<file path="src/rtl/modulo_transferidor_rolhas_param.sv">
// rtl/modulo_transferidor_rolhas_param.sv - cork reservoir manager: secondary-to-principal batch transfer
module modulo_transferidor_rolhas_param #(
  parameter int W         = 7,
  parameter int MAX       = 99,
  parameter int MIN_LEVEL = 5,
  parameter int BATCH     = 15
) (
  input  logic         clk,
  input  logic         clr,
  input  logic         enable,
  input  logic         load,
  input  logic [W-1:0] load_valor,
  input  logic         consumo,
  input  logic         req_manual,
  input  logic         modo_auto,
  input  logic         limpa_erro,
  output logic [W-1:0] principal,
  output logic [W-1:0] secundario,
  output logic         transferindo,
  output logic         fim,
  output logic         ro,
  output logic         baixo_nivel,
  output logic         erro_carga
);

  localparam logic [W-1:0] MAX_V   = W'(MAX);
  localparam logic [W-1:0] MIN_V   = W'(MIN_LEVEL);
  localparam logic [W-1:0] BATCH_V = W'(BATCH);
  localparam logic [W-1:0] ONE_V   = W'(1);
  localparam logic [W:0]   SOMA_MAX = (W+1)'(MAX);

  typedef enum logic [1:0] {S_IDLE, S_TRANSFER, S_DONE} state_t;

  state_t       state_q, state_d;
  logic [W-1:0] principal_q, principal_d;
  logic [W-1:0] secundario_q, secundario_d;
  logic [W-1:0] batch_q, batch_d;
  logic         erro_q, erro_d;

  logic [W:0]   soma;
  logic         load_ok, load_rej, start, move, consome;

  always_ff @(posedge clk) begin
    if (clr) begin
      state_q      <= S_IDLE;
      principal_q  <= '0;
      secundario_q <= '0;
      batch_q      <= '0;
      erro_q       <= 1'b0;
    end else begin
      state_q      <= state_d;
      principal_q  <= principal_d;
      secundario_q <= secundario_d;
      batch_q      <= batch_d;
      erro_q       <= erro_d;
    end
  end

  always_comb begin
    state_d = state_q;
    batch_d = batch_q;
    move    = 1'b0;

    // Load sum is taken on the pre-move value, one bit wider to catch overflow.
    soma     = {1'b0, secundario_q} + {1'b0, load_valor};
    load_ok  = load && (load_valor != '0) && (soma <= SOMA_MAX);
    load_rej = load && (load_valor != '0) && (soma > SOMA_MAX);
    consome  = consumo && (principal_q != '0);
    start    = enable && (secundario_q != '0) && (principal_q < MAX_V) &&
               (req_manual || (modo_auto && (principal_q < MIN_V)));

    case (state_q)
      S_IDLE: begin
        if (start) begin
          state_d = S_TRANSFER;
          batch_d = '0;
        end
      end
      S_TRANSFER: begin
        if (!enable) begin
          state_d = S_DONE;
        end else begin
          move = (secundario_q != '0) && (principal_q < MAX_V);
          if (move) batch_d = batch_q + ONE_V;
        end
      end
      S_DONE:  state_d = S_IDLE;
      default: state_d = S_IDLE;
    endcase

    principal_d = principal_q;
    if (move && !consome)      principal_d = principal_q + ONE_V;
    else if (!move && consome) principal_d = principal_q - ONE_V;

    secundario_d = (load_ok ? soma[W-1:0] : secundario_q) - (move ? ONE_V : '0);

    // End conditions look at the post-edge counts so a concurrent load keeps the batch alive.
    if (state_q == S_TRANSFER && enable &&
        ((move && batch_d == BATCH_V) || secundario_d == '0 || principal_d == MAX_V))
      state_d = S_DONE;

    if (load_rej)        erro_d = 1'b1;
    else if (limpa_erro) erro_d = 1'b0;
    else                 erro_d = erro_q;
  end

  assign principal    = principal_q;
  assign secundario   = secundario_q;
  assign transferindo = (state_q == S_TRANSFER);
  assign fim          = (state_q == S_DONE);
  assign ro           = (principal_q == '0);
  assign baixo_nivel  = (principal_q < MIN_V);
  assign erro_carga   = erro_q;

endmodule
</file>
<file path="config.mk">
export PLATFORM = sky130hd
export DESIGN_NAME = modulo_transferidor_rolhas_param
export DESIGN_NICKNAME = d
export VERILOG_FILES = /design/src/rtl/modulo_transferidor_rolhas_param.sv
export SDC_FILE = /design/constraint.sdc
export NUM_CORES = 1
export LEC_CHECK = 0
export BUFFER_PORTS_ARGS = -buffer_cell sky130_fd_sc_hd__buf_2
export CAP_MARGIN = 10
export CORE_ASPECT_RATIO = 1.25
export CORE_MARGIN = 10
export CORE_UTILIZATION = 56
export DETAILED_ROUTE_END_ITERATION = 12
export GPL_TIMING_DRIVEN = 0
export PLACE_DENSITY = 0.86
export SETUP_SLACK_MARGIN = 0.2
export SLEW_MARGIN = 20
export SYNTH_ARGS = -nofsm -noshare
export SYNTH_HDL_FRONTEND = slang
export SYNTH_SLANG_ARGS = --single-unit
</file>
<file path="constraint.sdc">
create_clock -name clk -period 4.2 [get_ports clk]
set_input_delay 0.42 -clock clk [delete_from_list [all_inputs] [get_ports clk]]
set_output_delay 0.42 -clock clk [all_outputs]
set_load 0.03 [all_outputs]
</file>
=== Word-level counts from Yosys, hierarchy flattened ===
Cells that the tools add are included.

* Reduce and logical (&&, ||, !) cells: 29
* Add/subtract/negate cells: 5
* Order comparisons: 4
* Mux-type cells: 16
* Equality and inequality tests: 8

{| class="wikitable"
|+ Operators with widths
! operator !! count
|-
| two-way mux 7 bit || 6
|-
| nonzero test 7 bit || 3
|-
| adder 7 x 1 -> 7 bit (second input constant) || 2
|-
| logical AND 1 bit || 14
|-
| logical NOT 7 bit || 2
|-
| one-hot mux 7 bit (2 select lines) || 1
|-
| adder 7 x 7 -> 8 bit || 1
|-
| > comparator 8 x 7 -> 1 bit (second input constant) || 1
|-
| less-or-equal comparator 8 x 7 -> 1 bit (second input constant) || 1
|-
| == test 7 x 4 -> 1 bit (second input constant) || 1
|-
| == test 7 bit (second input constant) || 1
|-
| < comparator 7 x 3 -> 1 bit (second input constant) || 1
|-
| < comparator 7 bit (second input constant) || 1
|-
| subtractor 7 x 1 -> 7 bit || 1
|-
| subtractor 7 x 1 -> 7 bit (second input constant) || 1
|-
| two-way mux 2 bit || 3
|-
| two-way mux 1 bit || 5
|-
| != test 2 bit (second input constant) || 2
|-
| one-hot mux 2 bit (2 select lines) || 1
|-
| AND reduction 2 bit || 2
|-
| logical OR 1 bit || 3
|-
| != test 3 x 2 -> 1 bit (second input constant) || 1
|-
| != test 3 bit (second input constant) || 1
|-
| == test 2 x 1 -> 1 bit (second input constant) || 1
|-
| other kinds (5) || 6
|}

* Register bits after elaboration: 24

=== Depth between registers and ports, before layout ===
Gate-level depths: netlist of the first run.

* Word-level depth: 13
* Gate-level depth with buffers: 17

=== Worst setup path after synthesis of the first run ===
No wires, ideal clock.

* Path type: register to register
* Start point: register secundario_q[0], in the netlist secundario[0]
* End point: register state_q[0]
* Slack: 394 ps
* Library setup time: 117 ps
* Stages on the path, launching flop included: 18
* Buffers on the path: 1
* Clock period less this slack: 3,806 ps
* Arrival time: 3,689 ps
* Required time: 4,083 ps
* Path through: dfxtp_1 > ha_1 > inv_1 > fa_1 > nand2b_1 > a21o_1 > a21oi_1 > xor2_1 > a31oi_2 > buf_4 > mux2i_1 > ha_1 > ha_1 > nand3_1 > mux2i_1 > xor2_1 > nand4_1 > a22o_1

* Cells in the longest elaborated chain, start to end: 12
* Elaborated cells on any way between the ends: 32
* Classes of those cells: add/sub (2); order compare (1); eq/ne (3); mux (10); reduce/logical (16)

{| class="wikitable"
|+ Ends and longest elaborated chain
! what !! RTL line !! RTL
|-
| start, declared || 36 || <nowiki>logic [W-1:0] secundario_q, secundario_d;</nowiki>
|-
| start signal, assigned || 53 || <nowiki>secundario_q <= secundario_d;</nowiki>
|-
| parallel branches: the longest is 12 deep, another holds adder 7 x 7 -> 8 bit || - ||
|-
| end signal, assigned || 51 || <nowiki>state_q <= state_d;</nowiki>
|-
| end, declared || 34 || <nowiki>state_t state_q, state_d;</nowiki>
|}

Several ways; the timed one is not identified.
A chain may end at the register's enable or synchronous reset.

=== Final worst setup path of the first run ===
* Start point: register secundario_q[1], in the netlist secundario[1]
* End point: register state_q[0]

The elaborated chain is that of the path after synthesis.

==> results of run 1 <==
-- repair_timing --
action                                  CTS  global route
setup buffers                             0             3
hold buffers                              0             0
pin swaps                                 1             2
resized for setup                         2             7
endpoints found under the setup margin    2             3
-- registers in the layout, summed over array words and instances, names as in the netlist --
signal,flops
erro_carga,1
secundario,7
state_q,2
principal,7
batch_q,7
-- layout make-up --
cell class	count	area [µm²]	area share, %
Sequential cell	24	482	21.0
Clock buffer	4	55.1	2.40
Buffer	6	35.0	1.53
Timing Repair Buffer	36	188	8.17
Tap cell	37	46.3	2.02
Inverter	14	52.6	2.29
Multi-Input combinational cell	194	1440	62.6
-- worst max path at each step --
stage / start / end / slack (ns) / cells after the start
after floorplan: secundario[0]$_SDFF_PP0_ / state_q[0]$_SDFFE_PP0P_ / 0.39 / 17
after global placement: load_valor[1] / state_q[0]$_SDFFE_PP0P_ / 0.09 / 16
after detailed placement: load_valor[3] / state_q[0]$_SDFFE_PP0P_ / -0.001 / 16
after CTS: secundario[0]$_SDFF_PP0_ / state_q[0]$_SDFFE_PP0P_ / 0.21 / 17
after global routing: secundario[0]$_SDFF_PP0_ / state_q[0]$_SDFFE_PP0P_ / 0.17 / 17
final: secundario[1]$_SDFF_PP0_ / state_q[0]$_SDFFE_PP0P_ / 0.41 / 16
-- worst register-to-register path: cells and delay by family, from the launching register on --
family | cells | cell delay (ns)
adder cells (fa/ha/maj) | 3 | 0.86
AO/OA/AOI/OAI | 4 | 0.73
AND/OR/NAND/NOR | 3 | 0.44
multiplexers | 2 | 0.44
flip-flops | 1 | 0.43
XOR/XNOR | 2 | 0.43
buffers and inverters | 2 | 0.34
-- stage by stage --
| stage | setup WS [ns] | std cells | hold WS (ns) | area (µm²) |
|---|---|---|---|---|
| 6_report | 0.410 | 315 | 0.405 | 2300 |
| 5_1_grt | 0.173 | 315 | 0.406 | 2300 |
| 4_1_cts | 0.212 | 312 | 0.400 | 2230 |
| 3_5_place_dp | -0.00127 | 308 | 0.465 | 2170 |
| 3_3_place_gp | 0.0894 | 308 | 0.457 | 2170 |
| 2_1_floorplan | 0.394 | 238 | 0.449 | 1950 |
-- logic make-up after synthesis --
group	after synthesis	synth area share, %
simple gates	101	26.3
compound gates	51	21.8
flops	24	24.6
buf+inv	20	4.48
xor+xnor	16	7.17
fa+ha+maj	15	9.99
mux	11	5.70
-- where the power goes --
part / total [W] / switching, W / internal, W
Sequential: 0.000357 / 0.0000753 / 0.000282
Combinational: 0.00102 / 0.000631 / 0.000384
Clock: 0.000158 / 0.0000743 / 0.0000838
Total: 0.00153 / 0.000781 / 0.000750
-- layout by cell type (no fill, tap or decap), types with 4 or more instances in the layout --
master and count:
ha_1 14, mux2i_1 8, a21oi_1 8, dfxtp_1 23, xor2_1 5, nor3_1 10
o21ai_0 8, buf_4 4, nor2b_1 6, and3_1 9, a21o_1 4, clkbuf_8 4
buf_2 33, nand2b_1 4, xnor2_1 8, nand2_1 15, inv_1 14, nor2_1 32
a31oi_1 4, a41oi_1 4, nand3_1 8
-- routing by layer --
metal  vias to the layer above  track usage [%]  routed length (µm)
met5                         -                0                   0
met4                         0             6.40                  74
met3                         9             3.23                 359
met2                        74             28.4                2560
met1                       891             16.4                2110
li1                        947                -                   -
==> impl_metrics.yaml, run 1 <==
outcome:
  status: "complete, no violations"
cts:
  cts_tree: "yes"
  cts-root-buf: "clkbuf_8"
  cts.sink_count: 24
  clk_pin_slew_ns: 0.08
  cts-htree-levels: 1
  cts_buffers: 3
  clockBufferDepth: 2
  insertion_delay_ns: 0.27
setup_path:
  r2r_start: "secundario[1]$_SDFF_PP0_"
  path_class: "reg2reg"
  path_cells: "inv_1 > fa_1 > nand2b_1 > a21o_1 > a21oi_2 > xor2_2 > a31oi_4 > buf_4 > mux2i_2 > ha_1 > ha_1 > nand3_1 > mux2i_4 > xor2_2 > nand4_1 > a22o_1"
  crit_fanout: 10
  arrival_ns: 3.96
  cp-start-kind: "flop"
  cp_slowest_cell: "fa_1"
  worst_ep_required_time_ns: 4.37
  end_kind: "flop"
  worst-path-buf-inv: 2
  r2r_cells: 16
  r2r_end: "state_q[0]$_SDFFE_PP0P_"
  crit_family: "adder cells"
  cp_slowest_stage_delay_ns: 0.47
  reg2reg_setup_slack_ns: 0.41
floorplanning:
  fp.coreArea_mm2: 0.00328
  io_pins: 34
  die_x_um: 72.8
  initial_utilization_pct: 59.6
  die_h_um: 86.1
  rows: 23
  dieArea_mm2: 0.00627
timing:
  tns_ns: 0
  drv_slew: 0
  slew_headroom_pct: 51.5
  worst_pin_slew_ns: 0.722
  rsz0062_at_grt: "false"
  finalHoldViolCount: 0
  clock.fmax_mhz: 264
  clock_skew_ns: 0.00168
  fin_crit_ns: 3.79
  post-route-period-util_pct: 90.2
  setup_viol: 0
drt:
  wl_mm: 5.10
  routed_via_density: 6.10
  drt_iter0_markers: 164
  drc: 0
  wl_per_cell_um: 16.2
  dr.pass1.iters: 4
  ant_nets: 0
  vias: 1921
logic_synthesis:
  synth_top_area_cell: "dfxtp_1"
  yosysMostFrequentCell: "nor2_1"
  yosysWarningCount: 0
  async_flop_share_pct: 0
  synth_top_area_share_pct: 24.6
  syn_nets: 268
  ys_top_cells_by_count: "nor2_1 (32), dfxtp_1 (24), nand2_1 (15)"
  synth_edf_count: 0
  syn_area_mm2: 0.00195
  syn_area_per_cell_um2: 8.21
  synth_cells: 238
  synth_ff_type: "dfxtp_1"
  synth-seq-cells: 24
  ys_seq_area_share_pct: 24.6
  synth_cell_type_count: 54
  synthTopCellsByArea: "dfxtp_1 (25%), ha_1 (9.0%), nor2_1 (6.1%), mux2i_1 (5.1%), xnor2_1 (3.6%)"
power_and_ir_drop:
  power.total_w: 0.00153
  p_per_area_mw_per_mm2: 667
  leakagePower_nw: 1.00
  vdd_drop_max_uv: 554
grt:
  grt_max_degree: 14
  grt_pass1_wl_mm: 8.17
  grt_pass1_vias: 1879
  grt_usage_pct: 15.5
  antenna_found_initial: 0
  grt_overflow: 0
finish:
  areaGrowthSynthToFinish_pct: 17.5
  drive_gt1_share_pct: 22.3
  nNetsFinal: 309
  utilization_pct: 70.0
  n_antenna_cell: 0
  fillers: 266
placement:
  dp_hpwl_mm: 3.77
  portBuffers: 33
  routabilityCongestion: 0.912
hold_path:
  holdPathEnd: "batch_q[6]$_SDFF_PP0_"
  hold_start: "clr"
  whs_path_depth: 2
  hold_class: "in2reg"
job:
  drv_cap: 0
No activity file was read; power rests on OpenSTA's default activity.
==> inputs of run 2 (changes only) <==
--- a/config.mk
+++ b/config.mk
@@ -9,10 +9,10 @@
 export CAP_MARGIN = 10
 export CORE_ASPECT_RATIO = 1.25
 export CORE_MARGIN = 10
-export CORE_UTILIZATION = 56
+export CORE_UTILIZATION = 60
 export DETAILED_ROUTE_END_ITERATION = 12
 export GPL_TIMING_DRIVEN = 0
-export PLACE_DENSITY = 0.86
+export PLACE_DENSITY = 0.91
 export SETUP_SLACK_MARGIN = 0.2
 export SLEW_MARGIN = 20
 export SYNTH_ARGS = -nofsm -noshare
==> constraint.sdc (replaced) <==
create_clock -name clk -period 4.6 [get_ports clk]
set_input_delay 0.46 -clock clk [delete_from_list [all_inputs] [get_ports clk]]
set_output_delay 0.46 -clock clk [all_outputs]
set_load 0.03 [all_outputs]
==> run 2 against run 1 <==
Critical endpoint unchanged. Clock skew barely moved. Global-route usage rose by 0.45 points. Hold slack improved by 0.035 ns. Combinational power fell by 13%. Fmax fell by 6.9%. Sequential cell count did not move. Critical path depth rose by 1. Wire length fell by 1.6%.
==> impl_metrics.yaml, run 2 (same netlist as run 1, synthesis figures left out) <==
timing:
  fin_hold_ws_ns: 0.439
  clock_skew_ns: 0.00125
  clock.fmax_mhz: 246
  rsz0062_at_grt: "false"
  setup_viol: 0
  post-route-period-util_pct: 88.5
  worst_pin_slew_ns: 0.802
  drv_slew: 0
  tns_ns: 0
  finalHoldViolCount: 0
  fin_crit_ns: 4.07
  slew_headroom_pct: 46.1
job:
  drv_cap: 0
outcome:
  status: "complete, no violations"
cts:
  cts_tree: "yes"
  cts-root-buf: "clkbuf_8"
  cts.sink_count: 24
  cts_setup_buffers: 0
  cts-htree-levels: 1
  clk_pin_slew_ns: 0.08
  cts_buffers: 3
  postCtsResizedCells: 0
  clockBufferDepth: 2
  ctsHoldBuffers: 0
  insertion_delay_ns: 0.27
drt:
  dr.pass1.iters: 4
  drc: 0
  vias: 1898
  drt_iter0_markers: 87
  ant_nets: 0
  wl_mm: 5.01
  routed_via_density: 6.08
  wl_per_cell_um: 16.1
grt:
  grt_pass1_vias: 1921
  grt_max_degree: 14
  grt_pass1_wl_mm: 8.25
  grt_overflow: 0
  antenna_found_initial: 0
  grt_usage_pct: 15.9
floorplanning:
  initial_utilization_pct: 61.7
  rows: 23
  die_x_um: 71.0
  fp.coreArea_mm2: 0.00317
  die_h_um: 83.8
  io_pins: 34
  dieArea_mm2: 0.00595
setup_path:
  cp-start-kind: "flop"
  path_class: "reg2reg"
  crit_fanout: 10
  end_kind: "flop"
  arrival_ns: 4.23
  worst_ep_required_time_ns: 4.76
placement:
  portBuffers: 33
  postPlaceCellArea_mm2: 0.00217
  dp_hpwl_mm: 3.94
  routabilityCongestion: 0.953
  dp_cells: 308
hold_path:
  hold_class: "in2reg"
finish:
  layout_common_cells: "buf_2 (33), nor2_1 (32), dfxtp_1 (24)"
  final_common_cell: "buf_2"
  drive_gt1_share_pct: 19.3
  utilization_pct: 70.3
  nNetsFinal: 306
  fin_cells: 312
  fillers: 275
  areaGrowthSynthToFinish_pct: 13.8
  n_antenna_cell: 0
  fin_area_mm2: 0.00222
power_and_ir_drop:
  leakagePower_nw: 0.984
  p_per_area_mw_per_mm2: 609
  vdd_drop_max_uv: 559
==> run 2: final cells by class <==
class,count,area [µm²],area share (%)
inverter,14,52.6,2.36
clock buffer,4,55.1,2.47
tap,37,46.3,2.08
buffer,6,35.0,1.57
sequential,24,480,21.6
timing repair buffer,33,165,7.42
multi-input combinational,194,1390,62.5
==> run 2: worst paths after layout <==
path / start / endpoint / slack [ns] / depth (start not counted)
hold / removal: clr / batch_q[5]$_SDFF_PP0_ / 0.44 / 2
setup reg to reg: secundario[0]$_SDFF_PP0_ / state_q[0]$_SDFFE_PP0P_ / 0.53 / 17
setup / recovery: secundario[0]$_SDFF_PP0_ / state_q[0]$_SDFFE_PP0P_ / 0.53 / 17
hold reg to reg: batch_q[1]$_SDFF_PP0_ / batch_q[1]$_SDFF_PP0_ / 0.48 / 2
==> run 2: where the power goes <==
group | internal, W | switching (W)
combinational | 0.000331 | 0.000554
sequential | 0.000257 | 0.0000688
clock | 0.0000764 | 0.0000661
total | 0.000665 | 0.000689
==> run 2: worst max-delay path, stage by stage, from the launching register on <==
cell      delay [ns]
dfxtp_1         0.41
ha_1            0.20
inv_1           0.06
fa_1            0.43
nand2b_1        0.19
a21o_1          0.18
a21oi_1         0.16
xor2_1          0.13
a31oi_2         0.33
buf_4           0.27
mux2i_1         0.27
ha_1            0.18
ha_1            0.20
nand3_1         0.10
mux2i_2         0.27
xor2_1          0.25
nand4_1         0.12
a22o_1          0.22
==> run 2: per-layer routing <==
| metal | GRT usage [%] | wire length, µm |
|---|---|---|
| met4 | 4.41 | 68 |
| met2 | 31.5 | 2640 |
| met1 | 15.5 | 2040 |
| met5 | 0 | 0 |
| met3 | 3.69 | 266 |
==> run 2: through the flow <==
step	total power, W	setup slack (ns)
after CTS	0.00135	0.532
after detailed placement	0.00120	0.394
after global routing	0.00145	0.245
after global placement	0.00117	0.473
final	0.00135	0.530
after floorplan	0.000998	0.794
